## src/rtl/spi_ram_arbiter.sv

```systemverilog
// Round-robin arbiter/sequencer turning port A/B read/write requests into the
// SPI command RAM's two-word command sequence and returning read data.
module spi_ram_arbiter #(
  parameter int ADDR_SIZE = 8,
  parameter int TIMEOUT   = 4
) (
  input  logic                 clk,
  input  logic                 rst,
  input  logic                 a_req,
  input  logic                 a_we,
  input  logic [ADDR_SIZE-1:0] a_addr,
  input  logic [7:0]           a_wdata,
  output logic                 a_ack,
  output logic [7:0]           a_rdata,
  output logic                 a_err,
  input  logic                 b_req,
  input  logic                 b_we,
  input  logic [ADDR_SIZE-1:0] b_addr,
  input  logic [7:0]           b_wdata,
  output logic                 b_ack,
  output logic [7:0]           b_rdata,
  output logic                 b_err,
  output logic [9:0]           ram_din,
  output logic                 ram_rx_valid,
  input  logic [7:0]           ram_dout,
  input  logic                 ram_tx_valid,
  output logic                 busy
);

  localparam logic [2:0] S_IDLE = 3'd0;
  localparam logic [2:0] S_ADDR = 3'd1;
  localparam logic [2:0] S_DATA = 3'd2;
  localparam logic [2:0] S_WAIT = 3'd3;
  localparam logic [2:0] S_DONE = 3'd4;
  localparam int CW = (TIMEOUT > 1) ? $clog2(TIMEOUT) : 1;

  logic [2:0]    state_q, state_d;
  logic          last_b_q, last_b_d;   // 1 = B was granted last
  logic          gnt_b_q, gnt_b_d;
  logic          we_q, we_d;
  logic [7:0]    addr_q, addr_d, wdata_q, wdata_d;
  logic [CW-1:0] cnt_q, cnt_d;
  logic [9:0]    ram_din_q, ram_din_d;
  logic          ram_rx_valid_q, ram_rx_valid_d;
  logic          a_ack_q, a_ack_d, b_ack_q, b_ack_d;
  logic [7:0]    a_rdata_q, a_rdata_d, b_rdata_q, b_rdata_d;
  logic          a_err_q, a_err_d, b_err_q, b_err_d;
  logic          busy_q, busy_d;

  logic          gnt, fin, upd, rd_err;
  logic [7:0]    a_ext, b_ext, rd_val;

  always_comb begin
    state_d        = state_q;
    last_b_d       = last_b_q;
    gnt_b_d        = gnt_b_q;
    we_d           = we_q;
    addr_d         = addr_q;
    wdata_d        = wdata_q;
    cnt_d          = cnt_q;
    ram_din_d      = ram_din_q;
    ram_rx_valid_d = 1'b0;
    a_ack_d        = 1'b0;
    b_ack_d        = 1'b0;
    a_rdata_d      = a_rdata_q;
    b_rdata_d      = b_rdata_q;
    a_err_d        = a_err_q;
    b_err_d        = b_err_q;
    gnt            = 1'b0;
    fin            = 1'b0;
    upd            = 1'b0;
    rd_val         = 8'h00;
    rd_err         = 1'b0;
    a_ext          = '0;
    b_ext          = '0;
    a_ext[ADDR_SIZE-1:0] = a_addr;
    b_ext[ADDR_SIZE-1:0] = b_addr;

    // Outputs are registered, so each state computes what the next state shows.
    case (state_q)
      S_IDLE: begin
        if (a_req || b_req) begin
          gnt            = b_req && (!a_req || !last_b_q);
          gnt_b_d        = gnt;
          last_b_d       = gnt;
          we_d           = gnt ? b_we : a_we;
          addr_d         = gnt ? b_ext : a_ext;
          wdata_d        = gnt ? b_wdata : a_wdata;
          ram_din_d      = {(we_d ? 2'b00 : 2'b10), addr_d};
          ram_rx_valid_d = 1'b1;
          state_d        = S_ADDR;
        end
      end
      S_ADDR: begin
        ram_din_d      = we_q ? {2'b01, wdata_q} : {2'b11, 8'h00};
        ram_rx_valid_d = 1'b1;
        state_d        = S_DATA;
      end
      S_DATA: begin
        cnt_d = '0;
        if (we_q) begin
          fin     = 1'b1;
          state_d = S_DONE;
        end else begin
          state_d = S_WAIT;
        end
      end
      S_WAIT: begin
        if (ram_tx_valid) begin
          fin     = 1'b1;
          upd     = 1'b1;
          rd_val  = ram_dout;
          state_d = S_DONE;
        end else if (cnt_q == CW'(TIMEOUT - 1)) begin
          fin     = 1'b1;
          upd     = 1'b1;
          rd_err  = 1'b1;
          state_d = S_DONE;
        end else begin
          cnt_d = cnt_q + 1'b1;
        end
      end
      S_DONE:  state_d = S_IDLE;
      default: state_d = S_IDLE;
    endcase

    if (fin) begin
      a_ack_d = !gnt_b_q;
      b_ack_d = gnt_b_q;
      if (upd && gnt_b_q) begin
        b_rdata_d = rd_val;
        b_err_d   = rd_err;
      end else if (upd) begin
        a_rdata_d = rd_val;
        a_err_d   = rd_err;
      end
    end
    busy_d = (state_d != S_IDLE);
  end

  always_ff @(posedge clk) begin
    if (rst) begin
      state_q        <= S_IDLE;
      last_b_q       <= 1'b1;
      gnt_b_q        <= 1'b0;
      we_q           <= 1'b0;
      addr_q         <= 8'h00;
      wdata_q        <= 8'h00;
      cnt_q          <= '0;
      ram_din_q      <= 10'h000;
      ram_rx_valid_q <= 1'b0;
      a_ack_q        <= 1'b0;
      b_ack_q        <= 1'b0;
      a_rdata_q      <= 8'h00;
      b_rdata_q      <= 8'h00;
      a_err_q        <= 1'b0;
      b_err_q        <= 1'b0;
      busy_q         <= 1'b0;
    end else begin
      state_q        <= state_d;
      last_b_q       <= last_b_d;
      gnt_b_q        <= gnt_b_d;
      we_q           <= we_d;
      addr_q         <= addr_d;
      wdata_q        <= wdata_d;
      cnt_q          <= cnt_d;
      ram_din_q      <= ram_din_d;
      ram_rx_valid_q <= ram_rx_valid_d;
      a_ack_q        <= a_ack_d;
      b_ack_q        <= b_ack_d;
      a_rdata_q      <= a_rdata_d;
      b_rdata_q      <= b_rdata_d;
      a_err_q        <= a_err_d;
      b_err_q        <= b_err_d;
      busy_q         <= busy_d;
    end
  end

  assign ram_din      = ram_din_q;
  assign ram_rx_valid = ram_rx_valid_q;
  assign a_ack        = a_ack_q;
  assign b_ack        = b_ack_q;
  assign a_rdata      = a_rdata_q;
  assign b_rdata      = b_rdata_q;
  assign a_err        = a_err_q;
  assign b_err        = b_err_q;
  assign busy         = busy_q;

endmodule
```

## config.mk

```make
export PLATFORM = sky130hd
export DESIGN_NAME = spi_ram_arbiter
export DESIGN_NICKNAME = d
export VERILOG_FILES = /design/src/rtl/spi_ram_arbiter.sv
export SDC_FILE = /design/constraint.sdc
export NUM_CORES = 1
export LEC_CHECK = 0
export BUFFER_PORTS_ARGS = -buffer_cell sky130_fd_sc_hd__buf_2
export CAP_MARGIN = 25
export CORE_UTILIZATION = 45
export CTS_BUF_LIST = sky130_fd_sc_hd__clkbuf_8 sky130_fd_sc_hd__clkbuf_16
export CTS_CLUSTER_DIAMETER = 80
export CTS_CLUSTER_SIZE = 14
export DETAILED_ROUTE_END_ITERATION = 16
export GPL_TIMING_DRIVEN = 0
export PLACE_DENSITY = 0.84
export SLEW_MARGIN = 25
export SYNTH_ARGS = -nofsm -noshare
export SYNTH_HDL_FRONTEND = slang
export SYNTH_SLANG_ARGS = --single-unit
export TNS_END_PERCENT = 1
```

## constraint.sdc

```tcl
create_clock -name clk -period 2.9 [get_ports clk]
set_clock_uncertainty 0.2 [all_clocks]
set_input_delay 0.58 -clock clk [delete_from_list [all_inputs] [get_ports clk]]
set_output_delay 0.58 -clock clk [all_outputs]
set_load 0.01 [all_outputs]
```

## After elaboration in Yosys (flattened, before gate mapping)

Cells that the tools add are included.

| word-level totals | value |
|---|---|
| register bits after elaboration | 48 |
| latch bits | 0 |
| RAM bits | 0 |
| bits in read-only memories | 0 |
| bits of input ports | 47 |
| output and inout bits | 32 |
| word-level logic and storage cells | 68 |
| memories kept | 0 |

| cells by class | value |
|---|---|
| add/sub/neg operators | 1 |
| multipliers | 0 |
| div/mod/pow operators | 0 |
| magnitude comparators | 0 |
| eq/ne operators | 7 |
| shift operators | 0 |
| multiplexer cells | 26 |
| bitwise gates (word level) | 2 |
| reduce and logical (&&, ||, !) cells | 17 |

Operator list:

| cell | count |
|---|---|
| $mux W8 | 4 |
| $mux W10 | 2 |
| $pmux W10 S2 | 1 |
| $mux W3 | 4 |
| $pmux W3 S4 | 1 |
| $mux W1 | 8 |
| $eq A3 B2 Y1 const B | 2 |
| $mux W2 | 3 |
| $ne A2 B2 Y1 const B | 3 |
| $reduce_and A2 Y1 | 3 |
| $reduce_and A3 Y1 | 2 |
| $pmux W1 S2 | 2 |
| $pmux W2 S2 | 1 |
| $reduce_bool A2 Y1 | 2 |
| $eq A3 B1 Y1 const B | 1 |
| $logic_not A1 Y1 | 3 |
| $logic_not A3 Y1 | 1 |
| $reduce_bool A3 Y1 | 1 |
| $add A2 B1 Y2 const B | 1 |
| $eq A2 B2 Y1 const B | 1 |
| $logic_and A1 B1 Y1 | 2 |
| $logic_or A1 B1 Y1 | 2 |
| $not A1 Y1 | 2 |
| $reduce_or A2 Y1 | 1 |

## Logic depth before layout (Yosys ltp)

| depth | value |
|---|---|
| depth after elaboration | 7 |
| mapped depth | 5 |

## Worst setup path after synthesis

Ideal clock, no wire load.

| timing | value |
|---|---|
| path kind | input -> register |
| start point | input a_req |
| end point | register ram_din_q[0] (netlist: ram_din[0]) |
| arrival | 1443 ps |
| data required time | 2551 ps |
| setup slack | 1108 ps |
| cell stages on the path | 5 |
| buffers on the path | 2 |
| cells stage by stage | buf_4 > or3_1 > buf_1 > a21oi_1 > a311oi_1 |

| between the ends | value |
|---|---|
| longest elaborated chain between the ends | 6 |

RTL lines:

| item | line | text |
|---|---|---|
| from (decl) | 9 | `input logic a_req,` |
| $logic_not A1 Y1 | 83 | `gnt = b_req && (!a_req \|\| !last_b_q);` |
| $logic_or A1 B1 Y1 | 83 |  |
| $logic_and A1 B1 Y1 | 83 |  |
| $mux W8 | 87 | `addr_d = gnt ? b_ext : a_ext;` |
| $mux W10 | 82 | `if (a_req \|\| b_req) begin` |
| $pmux W10 S2 | 80 | `case (state_q)` |
| to (signal assigned) | 167 | `ram_din_q <= ram_din_d;` |
| to (decl) | 43 | `logic [9:0] ram_din_q, ram_din_d;` |

Parallel ways exist; a longest one is shown, timed or not. The select of a mux whose other input is x is not followed.
A chain may end at the register's enable or synchronous reset.

## Final worst setup path

| timing | value |
|---|---|
| start point | input rst |
| end point | register wdata_q[1] |

RTL lines:

| item | line | text |
|---|---|---|
| from (decl) | 8 | `input logic rst,` |
| to (signal assigned) | 165 | `wdata_q <= wdata_d;` |
| to (decl) | 41 | `logic [7:0] addr_q, addr_d, wdata_q, wdata_d;` |

No word-level cell between the ends.

==> flow_metrics.tcl <==
set metrics [dict create \
    die_w_um 73.5 \
    cts_root_buf "clkbuf_8" \
    wire_per_inst_um 14.1 \
    start_kind "primary input" \
    cp-end-kind "flip-flop" \
    syn-mean-instance-area_um2 9.86 \
    synth-edff-count 0 \
    crit_arrival_ns 1.78 \
    die_h_um 73.5 \
    n_antenna_cell 0 \
    drc_errors 0 \
    min_path_cells 2 \
    syn_to_final_growth_pct 25.2 \
    clkTransAtPathRegs_ns 0.09 \
    nets 364 \
    multiInputGateArea_um2 1180 \
    fill_cells 440 \
    final.setup.tns_ns 0 \
    r2r_slack_ns 1.20 \
    cpMostUsedCell "clkbuf_1" \
    postCtsSetupBuffers 0 \
    dieArea_um2 5390 \
    cap_violations 0 \
    worstMarginPinSlew_ns 0.544 \
    status "complete, no violations" \
    via_per_inst 5.48 \
    dr.pass1.iters 4 \
    min-delay-start "a_rdata[7]$_SDFFE_PP0P_" \
    ys.flop_type "dfxtp_1" \
    clockBufferDepth 2 \
    final_cell_mix "buf_2 (83), dfxtp_1 (48), nand2b_1 (21)" \
    min_period_ns 1.81 \
    ant_nets 0 \
    yosys.area_share.adder_pct 0.545 \
    ys_seq_elements 48 \
    grt_usage_pct 20.6 \
    overflow 0 \
    synth_cell_types 52 \
    drive_above_1_share_pct 35.0 \
    synth-simple-area-share_pct 19.8 \
    final_cells 384 \
    leakage_nw 1.17 \
    ir_drop_mv 0.464 \
    netlist_area_um2 2300 \
    crit_slowest_cell "clkbuf_1" \
    critPathBufInv 3 \
    max_freq_mhz 552 \
    setup_viol 0 \
    start_util_pct 47.7 \
    yosys_warnings 0 \
    grt_pass1_vias 1911 \
    num_vias 2106 \
    synthXorXnorAreaFrac_pct 0 \
    min_to "a_rdata[7]$_SDFFE_PP0P_" \
    crit_type "primary input to flip-flop" \
    core_um2 4820 \
    maxSlewViolCount 0 \
    grt_max_degree 17 \
    clkSinkCount 48 \
    powerDensity_nw_per_um2 595 \
    cts_buffers 5 \
    grt_pass1_wl_um 8720 \
    synthCells 233 \
    portBuffers 76 \
    mostFrequentLayoutCell "buf_2" \
    ctsHtreeMaxLevel 2 \
    antenna_found_initial 0 \
    clock_latency_ns 0.30 \
    worst_path_dominant_cell_family "buffers and inverters" \
    yosysSeqAreaShare_pct 41.8 \
    ctsResizeCount 0 \
    async_flop_share_pct 0 \
    path_cells "clkbuf_1, clkbuf_1, clkbuf_1, a221oi_1" \
    dp_hpwl_um 3840 \
    hold_viol_final 0 \
    rsz0062_at_grt "false" \
    slowest_delay_ns 0.42 \
    timing.final.crit_share_pct 62.5 \
    synth-compound-area-share_pct 24.1 \
    max_slew_margin_pct 63.5 \
    synth.area.mux_share_pct 6.97 \
    routed_wl_um 5430 \
    hp-class "flip-flop to flip-flop" \
    cts_tree "built" \
    r2r_end "b_rdata[4]$_SDFFE_PP0P_" \
    first_iter_violations 175 \
    seq_area_um2 961 \
    fin_total_pwr_w 0.00171 \
    io_pins 79 \
    gp_congestion 0.813 \
    r2r_cells 4 \
    ctsHoldBuffers 0 \
    synth_top_family_by_area "compound AO/OA/AOI/OAI gates" \
    timing.rr.start "cnt_q[0]$_SDFFE_PP0P_" \
    dp.cells 376 \
    fp-row-count 25 \
    synthesis.nets 281 \
    worst_ep_required_time_ns 2.87 \
    critical_path_peak_fanout 10 \
]
[report_power, final]
group / switching [W] / leakage, nW / internal (W)
Combinational: 0.000242 / 0.718 / 0.000189
Clock: 0.000240 / 0.0548 / 0.000260
Sequential: 0.0000478 / 0.393 / 0.000732
Total: 0.000530 / 1.17 / 0.00118
[metal layers]
metal | GRT usage (%) | routed length, µm | up-vias
met4 | 5.13 | 65 | 0
li1 | - | - | 1046
met5 | 0 | 0 | -
met2 | 35.5 | 2650 | 66
met1 | 26.4 | 2430 | 987
met3 | 3.84 | 285 | 7
[worst max path at each step]
stage / startpoint / endpoint / slack [ns] / cells after the start
after floorplan: a_req / ram_din[0]$_SDFFE_PP0P_ / 1.11 / 5
after global placement: rst / ram_din[0]$_SDFFE_PP0P_ / 0.78 / 4
after detailed placement: rst / state_q[0]$_SDFF_PP0_ / 0.77 / 4
after CTS: rst / ram_din[0]$_SDFFE_PP0P_ / 1.10 / 4
after global routing: rst / ram_din[0]$_SDFFE_PP0P_ / 1.00 / 4
final: rst / wdata_q[1]$_SDFFE_PP0P_ / 1.09 / 4
[registers in the layout, indices dropped and copies added, names as in the netlist]
register	count
ram_din	10
b_rdata	8
a_rdata	8
wdata_q	8
state_q	3
ram_rx_valid	1
last_b_q	1
a_err	1
b_err	1
cnt_q	2
busy	1
gnt_b_q	1
we_q	1
b_ack	1
a_ack	1
[Yosys cell counts, types with 4 or more instances]
cell      number  area (µm²)
nand2_1       10        37.5
clkbuf_1       6        22.5
dfxtp_1       48         961
nor2_1         5        18.8
buf_2          7        35.0
o32ai_1        9        78.8
inv_1         10        37.5
o21ai_0        4        20.0
a211oi_1       4        30.0
a311oi_1       9        78.8
mux2i_1       16         160
a221oi_1       9        78.8
nand2b_1      21         131
o221ai_1       9        78.8
a21oi_1       12        60.1
nand3b_1       8        60.1
[tightest hold or removal path, stage by stage (launching register included)]
cell and delay, ns:
dfxtp_1 0.32, nand2b_1 0.06, mux2i_1 0.06
[logic make-up (layout without fill, tap and decap cells)]
group	count (synthesis)	in the layout
adder cells (fa/ha/maj)	1	1
AND/OR/NAND/NOR	67	67
flip-flops	48	48
AO/OA/AOI/OAI	69	69
buffers and inverters	32	116
multiplexers	16	16
[area by class of cell]
class | count | area share, %
timing repair buffer | 76 | 13.2
buffer | 20 | 3.87
inverter | 12 | 1.57
clock buffer | 5 | 2.39
sequential | 48 | 33.4
multi-input combinational | 153 | 41.0
clock inverter | 3 | 1.61
tap | 67 | 2.91
[stage by stage]
step | setup slack, ns | hold WS [ns] | cell area [µm²] | utilization (%)
floorplan | 1.11 | 0.247 | 2300 | -
global placement | 0.781 | 0.256 | 2760 | 57.3
detailed placement | 0.771 | 0.259 | 2760 | 57.3
CTS | 1.10 | 0.273 | 2880 | 59.7
global route | 1.00 | 0.290 | 2880 | 59.7
finish | 1.09 | 0.277 | 2880 | 59.7
Note: power is estimated with default switching activity, not from simulation.
